--- config.mk ---
export PLATFORM = sky130hd
export DESIGN_NAME = load_store_unit
export DESIGN_NICKNAME = d
export VERILOG_FILES = /design/src/rtl/mem_pkg.sv /design/src/rtl/load_extend.sv /design/src/rtl/load_store_unit.sv
export SDC_FILE = /design/constraint.sdc
export NUM_CORES = 1
export LEC_CHECK = 0
export ABC_AREA = 1
export ABC_CLOCK_PERIOD_IN_PS = 3800
export BUFFER_PORTS_ARGS = -buffer_cell sky130_fd_sc_hd__buf_2
export CORE_MARGIN = 2
export CORE_UTILIZATION = 50
export CTS_CLUSTER_SIZE = 20
export DETAILED_ROUTE_END_ITERATION = 10
export GPL_ROUTABILITY_DRIVEN = 0
export MAX_ROUTING_LAYER = met4
export PLACE_DENSITY = 0.84
export SLEW_MARGIN = 20
export SYNTH_ARGS = -nofsm -noshare
export SYNTH_HDL_FRONTEND = slang
export SYNTH_SLANG_ARGS = --single-unit
--- constraint.sdc ---
create_clock -name clk -period 3.8 [get_ports clk]
set_input_delay 0 -clock clk [delete_from_list [all_inputs] [get_ports clk]]
set_output_delay 0 -clock clk [all_outputs]
set_load 0.005 [all_outputs]
--- src/rtl/mem_pkg.sv ---
// Shared encodings for the load/store unit: access sizes, FSM states and
// byte-enable patterns.
package mem_pkg;

   typedef enum logic [1:0] {
      SZ_BYTE = 2'b00,
      SZ_HALF = 2'b01,
      SZ_WORD = 2'b10,
      SZ_ILL  = 2'b11
   } size_e;

   typedef enum logic [1:0] {
      ST_IDLE = 2'b00,
      ST_REQ  = 2'b01,
      ST_DONE = 2'b10
   } state_e;

   localparam logic [3:0] BE_BYTE0   = 4'b0001;
   localparam logic [3:0] BE_HALF_LO = 4'b0011;
   localparam logic [3:0] BE_HALF_HI = 4'b1100;
   localparam logic [3:0] BE_WORD    = 4'b1111;

endpackage

--- src/rtl/load_extend.sv ---
// Selects the addressed byte/halfword lane of a memory word and sign- or
// zero-extends it to 32 bits.
module load_extend
   import mem_pkg::*;
(
   input  logic [31:0] mem_rdata,
   input  logic [1:0]  lane,
   input  size_e       size,
   input  logic        uns,
   output logic [31:0] ext
);

   logic [7:0]  byte_sel;
   logic [15:0] half_sel;

   always_comb begin
      unique case (lane)
         2'd0:    byte_sel = mem_rdata[7:0];
         2'd1:    byte_sel = mem_rdata[15:8];
         2'd2:    byte_sel = mem_rdata[23:16];
         default: byte_sel = mem_rdata[31:24];
      endcase
      half_sel = lane[1] ? mem_rdata[31:16] : mem_rdata[15:0];

      case (size)
         SZ_BYTE: ext = {{24{~uns & byte_sel[7]}}, byte_sel};
         SZ_HALF: ext = {{16{~uns & half_sel[15]}}, half_sel};
         default: ext = mem_rdata;
      endcase
   end

endmodule

--- src/rtl/load_store_unit.sv ---
// Memory-access stage: one byte/half/word access per start pulse over a
// req/ack handshake, with alignment check, timeout and load extension.
module load_store_unit
   import mem_pkg::*;
#(
   parameter int unsigned TIMEOUT = 16,
   parameter int unsigned CNT_W   = 8
) (
   input  logic        clk,
   input  logic        reset,
   input  logic        start,
   input  logic        we,
   input  logic [1:0]  size,
   input  logic        uns,
   input  logic [31:0] addr,
   input  logic [31:0] wdata,
   output logic        busy,
   output logic        done,
   output logic        fault,
   output logic [31:0] rdata,
   output logic        mem_req,
   output logic        mem_we,
   output logic [31:0] mem_addr,
   output logic [3:0]  mem_be,
   output logic [31:0] mem_wdata,
   input  logic        mem_ack,
   input  logic [31:0] mem_rdata
);

   localparam logic [CNT_W-1:0] CNT_LAST = CNT_W'(TIMEOUT - 1);

   state_e            state_q, state_d;
   logic              we_q, we_d;
   size_e             size_q, size_d;
   logic              uns_q, uns_d;
   logic [1:0]        lane_q, lane_d;
   logic [CNT_W-1:0]  cnt_q, cnt_d;
   logic              fault_q, fault_d;
   logic [31:0]       rdata_q, rdata_d;
   logic              mem_req_q, mem_req_d;
   logic              mem_we_q, mem_we_d;
   logic [31:0]       mem_addr_q, mem_addr_d;
   logic [3:0]        mem_be_q, mem_be_d;
   logic [31:0]       mem_wdata_q, mem_wdata_d;

   size_e             size_in;
   logic              misaligned;
   logic [3:0]        be_in;
   logic [31:0]       wdata_rep;
   logic [31:0]       load_ext;

   load_extend u_load_extend (
      .mem_rdata (mem_rdata),
      .lane      (lane_q),
      .size      (size_q),
      .uns       (uns_q),
      .ext       (load_ext)
   );

   always_comb begin
      size_in = size_e'(size);
      case (size_in)
         SZ_BYTE: begin
            misaligned = 1'b0;
            be_in      = BE_BYTE0 << addr[1:0];
            wdata_rep  = {4{wdata[7:0]}};
         end
         SZ_HALF: begin
            misaligned = addr[0];
            be_in      = addr[1] ? BE_HALF_HI : BE_HALF_LO;
            wdata_rep  = {2{wdata[15:0]}};
         end
         SZ_WORD: begin
            misaligned = |addr[1:0];
            be_in      = BE_WORD;
            wdata_rep  = wdata;
         end
         default: begin
            misaligned = 1'b1;
            be_in      = '0;
            wdata_rep  = wdata;
         end
      endcase
   end

   always_comb begin
      state_d     = state_q;
      we_d        = we_q;
      size_d      = size_q;
      uns_d       = uns_q;
      lane_d      = lane_q;
      cnt_d       = cnt_q;
      fault_d     = fault_q;
      rdata_d     = rdata_q;
      mem_req_d   = mem_req_q;
      mem_we_d    = mem_we_q;
      mem_addr_d  = mem_addr_q;
      mem_be_d    = mem_be_q;
      mem_wdata_d = mem_wdata_q;

      unique case (state_q)
         ST_IDLE: begin
            if (start) begin
               we_d    = we;
               size_d  = size_in;
               uns_d   = uns;
               lane_d  = addr[1:0];
               cnt_d   = '0;
               fault_d = misaligned;
               if (misaligned) begin
                  state_d = ST_DONE;
               end else begin
                  state_d     = ST_REQ;
                  mem_req_d   = 1'b1;
                  mem_we_d    = we;
                  mem_addr_d  = {addr[31:2], 2'b00};
                  mem_be_d    = be_in;
                  mem_wdata_d = wdata_rep;
               end
            end
         end
         ST_REQ: begin
            // Ack is checked first so an ack in the final timeout cycle wins.
            if (mem_ack) begin
               mem_req_d = 1'b0;
               state_d   = ST_DONE;
               if (!we_q) begin
                  rdata_d = load_ext;
               end
            end else if (TIMEOUT != 0 && cnt_q == CNT_LAST) begin
               mem_req_d = 1'b0;
               fault_d   = 1'b1;
               state_d   = ST_DONE;
            end else begin
               cnt_d = cnt_q + 1'b1;
            end
         end
         default: begin
            state_d = ST_IDLE;
         end
      endcase
   end

   always_ff @(posedge clk or posedge reset) begin
      if (reset) begin
         state_q     <= ST_IDLE;
         we_q        <= 1'b0;
         size_q      <= SZ_BYTE;
         uns_q       <= 1'b0;
         lane_q      <= '0;
         cnt_q       <= '0;
         fault_q     <= 1'b0;
         rdata_q     <= '0;
         mem_req_q   <= 1'b0;
         mem_we_q    <= 1'b0;
         mem_addr_q  <= '0;
         mem_be_q    <= '0;
         mem_wdata_q <= '0;
      end else begin
         state_q     <= state_d;
         we_q        <= we_d;
         size_q      <= size_d;
         uns_q       <= uns_d;
         lane_q      <= lane_d;
         cnt_q       <= cnt_d;
         fault_q     <= fault_d;
         rdata_q     <= rdata_d;
         mem_req_q   <= mem_req_d;
         mem_we_q    <= mem_we_d;
         mem_addr_q  <= mem_addr_d;
         mem_be_q    <= mem_be_d;
         mem_wdata_q <= mem_wdata_d;
      end
   end

   assign busy      = (state_q != ST_IDLE);
   assign done      = (state_q == ST_DONE);
   assign fault     = fault_q;
   assign rdata     = rdata_q;
   assign mem_req   = mem_req_q;
   assign mem_we    = mem_we_q;
   assign mem_addr  = mem_addr_q;
   assign mem_be    = mem_be_q;
   assign mem_wdata = mem_wdata_q;

endmodule

# --- After elaboration in Yosys (flattened, before gate mapping) ---
# Cells that the tools add are included.
word_totals:
  reg_bits: 117
  elab_cells: 73
classes:
  addsub: 1
  eq_ne: 14
  n_shift: 1
  muxes: 25
  bitwise_logic: 5
  reduce_logical: 14
ops:
  columns: ["cell", "count"]
  rows:
  - ["$pmux 32 s2", 2]
  - ["$mux 8", 3]
  - ["$pmux 8 s3", 1]
  - ["$mux 16", 1]
  - ["$pmux 8 s2", 1]
  - ["$pmux 4 s3", 1]
  - ["$reduce_and 4->1", 3]
  - ["$ne 2x2->1 const B", 5]
  - ["$add 8x1->8 const B", 1]
  - ["$eq 2x1->1 const B", 4]
  - ["$eq 8x4->1 const B", 1]
  - ["$logic_not 2->1", 4]
  - ["$mux 2", 4]
  - ["$mux 1", 7]
  - ["$eq 2x2->1 const B", 3]
  - ["$reduce_and 3->1", 2]
  - ["$mux 4", 1]
  - ["$pmux 1 s2", 2]
  - ["$pmux 2 s2", 1]
  - ["$reduce_and 2->1", 2]
  - ["$reduce_bool 2->1", 2]
  - ["$shl 1x2->4 const A", 1]
  - ["$ne 3x3->1 const B", 1]
  - ["$not 1->1", 3]
  - ["3 further kinds", 4]

# --- Longest topological paths before layout ---
logic_depth:
  word_depth: 5
  ltp_mapped: 9
  ltp_nobuf: 8

# --- Cells and area by module ---
# A second synthesis with hierarchy kept.
hier_totals:
  hier_cells: 663
  hier_area_um2: 5778.0
by_module_without_submodules:
  columns: ["module", "instances", "cells_each", "area_per_inst_um2", "seq_area_each_um2"]
  rows:
  - ["load_store_unit", 1, 506, 4899.7, 2927.8]
  - ["load_extend", 1, 157, 878.3, 0.0]

# --- Worst setup path after synthesis ---
# No wires, ideal clock.
synth_path:
  path_type: "reg-to-reg"
  startpoint: "reg cnt_q[0]"
  endpoint: "reg cnt_q[0]"
  setup_ns: 0.126
  arrival_ns: 1.362
  t_required_ns: 3.674
  setup_slack_ns: 2.312
  path_stages_with_launch: 8
  n_path_buf: 1
  synth_period_minus_slack_ns: 1.488
  cell_sequence: "dfrtp_1 ha_1 inv_1 nor2_1 nand3_1 o21ai_2 buf_2 o21ai_0"
synth_via:
  elab_chain_cells: 4
synth_rtl:
  columns: ["item", "line_no", "source"]
  rows:
  - ["start, declared", "load_store_unit.sv:37", "logic [CNT_W-1:0] cnt_q, cnt_d;"]
  - ["start signal, assigned", "load_store_unit.sv:165", "cnt_q <= cnt_d;"]
  - ["$add 8x1->8", "load_store_unit.sv:135", "cnt_d = cnt_q + 1'b1;"]
  - ["$mux 8", "load_store_unit.sv:130", "end else if (TIMEOUT != 0 && cnt_q == CNT_LAST) begin"]
  - ["$mux 8", "load_store_unit.sv:124", "if (mem_ack) begin"]
  - ["$pmux 8 s2", "load_store_unit.sv:101", "unique case (state_q)"]
# Several ways; a longest one is shown, not always the timed one. The select of a mux whose other input is x is not followed.
# A chain may end at the register's enable or synchronous reset.

# --- Worst setup path in the final report ---
layout_path:
  startpoint: "reg size_q[1]"
  endpoint: "reg rdata_q[14] (netlist: rdata[14])"
layout_via:
  elab_chain_cells: 2
layout_rtl:
  columns: ["item", "line_no", "source"]
  rows:
  - ["start, declared", "load_store_unit.sv:34", "size_e size_q, size_d;"]
  - ["start signal, assigned", "load_store_unit.sv:162", "size_q <= size_d;"]
  - ["$eq 2x1->1 or $logic_not 2->1 (tied branches)", "load_extend.sv:25", "case (size)"]
  - ["$pmux 32 s2 *", "load_extend.sv:25", null]
  - ["end signal, assigned", "load_store_unit.sv:167", "rdata_q <= rdata_d;"]
  - ["end, declared", "load_store_unit.sv:39", "logic [31:0] rdata_q, rdata_d;"]
# Every way passes the cells marked *; elsewhere a longest branch is shown, timed or not.

==> metrics <==
CTS Buf Count=17; Die Wd=112.6 um; CP startpoint kind=flop; power per cell area=632.2 mW/mm^2; worst hold path class=primary input to flop; CP arrival=2930 ps; Clock Path Buffers=2; first-pass GRT wire length=32370 um; synth top area cells=dfrtp_1 50%, nand2_1 13%, o21ai_0 9.0%, inv_1 8.3%, nand3_1 3.9%; GRT Util Overall=33.40%; slew of the pin with the lowest slew margin=916.1 ps; post-route ant nets=0; Clock Sink Count=117; Avg WL per Cell=16.58 um; number of I/O pins=209; initial DRC count=599; Post-Syn Area=0.005896 mm^2; Routed Wire Length=20200 um; RSZ-0062 raised after global routing=false; Post-CTS Setup Bufs=0; cell count after synthesis=777; CTS tree=built; Worst path max stage delay=910 ps; Worst IR Drop VDD=0.4385 mV; max-slew violations=0; clock skew=11.59 ps; Synth Warn #=0; crit path kind=flop to flop; Peak Freq=0.3819 GHz; crit-path cells=inv_1, nand2_1, nor2_1, nand3_1, nand3_1, nand2_1, inv_1; sequential element share of the synthesized area=49.66%; H-tree depth=4; Tcrit/Tclk final=68.91%; vias in the first global route=6448; clk root buf=clkbuf_16; slowest cell on the critical path=dfrtp_1; Avg Cell Area, Syn=7.588 um^2; largest net degree at the start of global routing=136; vias after detailed routing=6451; status=completed; endpoints failing setup=0; Core Footprint=0.01147 mm^2; largest area contributor in the netlist=dfrtp_1; grt total ovfl=0; initial antenna violation count=1; Filler Cells Inserted=740; register area=0.002928 mm^2; Max Cap Viol=0; Area Growth Syn to Fin=43.55%; critical path endpoint category=flop; Worst-path clk slew=70 ps; floorplan row count=39; worst skew pair latency=420 ps; Fin. Hold Viols=0; critical path peak fanout=27; Remaining DRCs=0; detail-routed via count per cell=5.296; Relative slew margins=38.70%; number of port buffers=206; total negative slack=0 ps; crit path time final=2619 ps; share of layout cells above drive strength 1=25.33%; Die H=112.6 um; P_leak=4.486 nW; drt first pass iters=5; die area=0.01268 mm^2; Seq cells post-synth=117; area of the multi-input gates=0.002250 mm^2; Placed Area=0.006924 mm^2; library cells used by synthesis=33; r2r setup slk=1180 ps; Detail Placement HPWL=11140 um; Worst EP required=4110 ps; final instance area=0.008463 mm^2; top cell type's share of synthesized area=49.66%; # nets final=1166; Starting Density=51.41%
-- worst paths after layout --
path	from	to	depth (start not counted)
max in group asynchronous	reset	mem_wdata[10]$_DFFE_PP0P_	4
worst max-delay path	size_q[1]$_DFFE_PP0P_	rdata[14]$_DFFE_PP0P_	7
worst min-delay path	wdata[30]	mem_wdata[30]$_DFFE_PP0P_	5
worst max register to register	size_q[1]$_DFFE_PP0P_	rdata[14]$_DFFE_PP0P_	7
worst min register to register	rdata[0]$_DFFE_PP0P_	rdata[0]$_DFFE_PP0P_	2
min in group asynchronous	reset	cnt_q[5]$_DFFE_PP0P_	3
-- Yosys cell counts --
cell type  number
buf_2          11
nand2_2         2
inv_1         130
o2111ai_1       1
o211ai_1        7
nand3_2         1
buf_6           6
or2_2          22
nor3_1          3
nand4_1         2
o21bai_1        2
buf_4           4
nor3_4          1
nand2_1       209
nor2_2          1
clkbuf_1       16
or2_1           5
clkinv_1        1
conb_1          1
clkbuf_2        2
nand3_1        46
a31oi_1         1
ha_1            1
dfrtp_1       117
xor2_1          1
o21ai_0       106
o21ai_2         1
inv_2           2
o22ai_1         1
nor2_1         30
xnor2_1         1
o21ai_1        14
a21oi_1        29
-- state kept, by name, indices dropped and copies added, names as in the netlist --
register	cells
mem_wdata	32
rdata	32
mem_addr	30
cnt_q	8
mem_be	4
lane_q	2
size_q	2
state_q	2
fault	1
mem_req	1
mem_we	1
uns_q	1
we_q	1
-- per-stage QoR --
step           power (W)  setup slack (ps)  util [%]  hold slack [ps]  instances
6_report        0.005350              1182     73.80            17.46       1218
3_5_place_dp    0.003526              1319     60.38            137.5       1091
3_3_place_gp    0.003480              1353     60.38            135.2       1091
4_1_cts         0.005249              1240     73.78           0.8403       1217
2_1_floorplan   0.002830             699.2         -            121.0        778
5_1_grt         0.005652             948.8     73.80            18.54       1218
-- area by class of cell --
type	instances	area share, %
clock buffers	17	5.027
flip-flops and latches	117	34.59
clock inverters	15	2.011
repair buffers	303	23.71
multi-input cells	489	26.58
diodes	1	0.02957
inverters	133	5.928
well taps	143	2.114
-- report_power, final --
| group | switching, W | internal [W] |
|---|---|---|
| sequential | 0.000344 | 0.00172 |
| combinational | 0.000909 | 0.000748 |
| clock | 0.000651 | 0.000983 |
| total | 0.00190 | 0.00345 |
-- logic make-up after synthesis --
group | count (synthesis) | synth area share [%]
other cells | 1 | 0.06361
xor+xnor | 2 | 0.2972
buf+inv | 172 | 12.25
compound gates | 162 | 14.30
simple gates | 322 | 23.22
fa+ha+maj | 1 | 0.2122
flops | 117 | 49.66
-- critical path: cells and delay by family, from the launching register on --
kind                   cells  cell delay (ps)
and+or+nand+nor            5             1180
DFF                        1              910
buffers and inverters      2              420
-- cells in the final DEF (no fill, tap or decap), drive strengths merged, types with 4 or more instances in the layout --
master and instances:
nand3 47, a21oi 29, nor3 4, or2 27, dlygate4sd3 94, buf 209
o211ai 7, clkinv 5, dfrtp 117, nand2 211, o21ai 121, nor2 31
inv 139, clkbuf 17
-- per-layer routing --
metal	GRT usage (%)	wire length [um]	vias to the layer above
met2	54.45	9731	435
met4	17.40	1150	0
met1	38.19	7496	2934
met3	8.261	1819	97
met5	-	0	-
li1	-	-	2985
-- timing repair --
item / in CTS / in global routing
resized for setup: 0 / 0
hold endpoints to repair: 143 / 0
hold buffers: 94 / 0
Note: power is estimated with default switching activity, not from simulation.
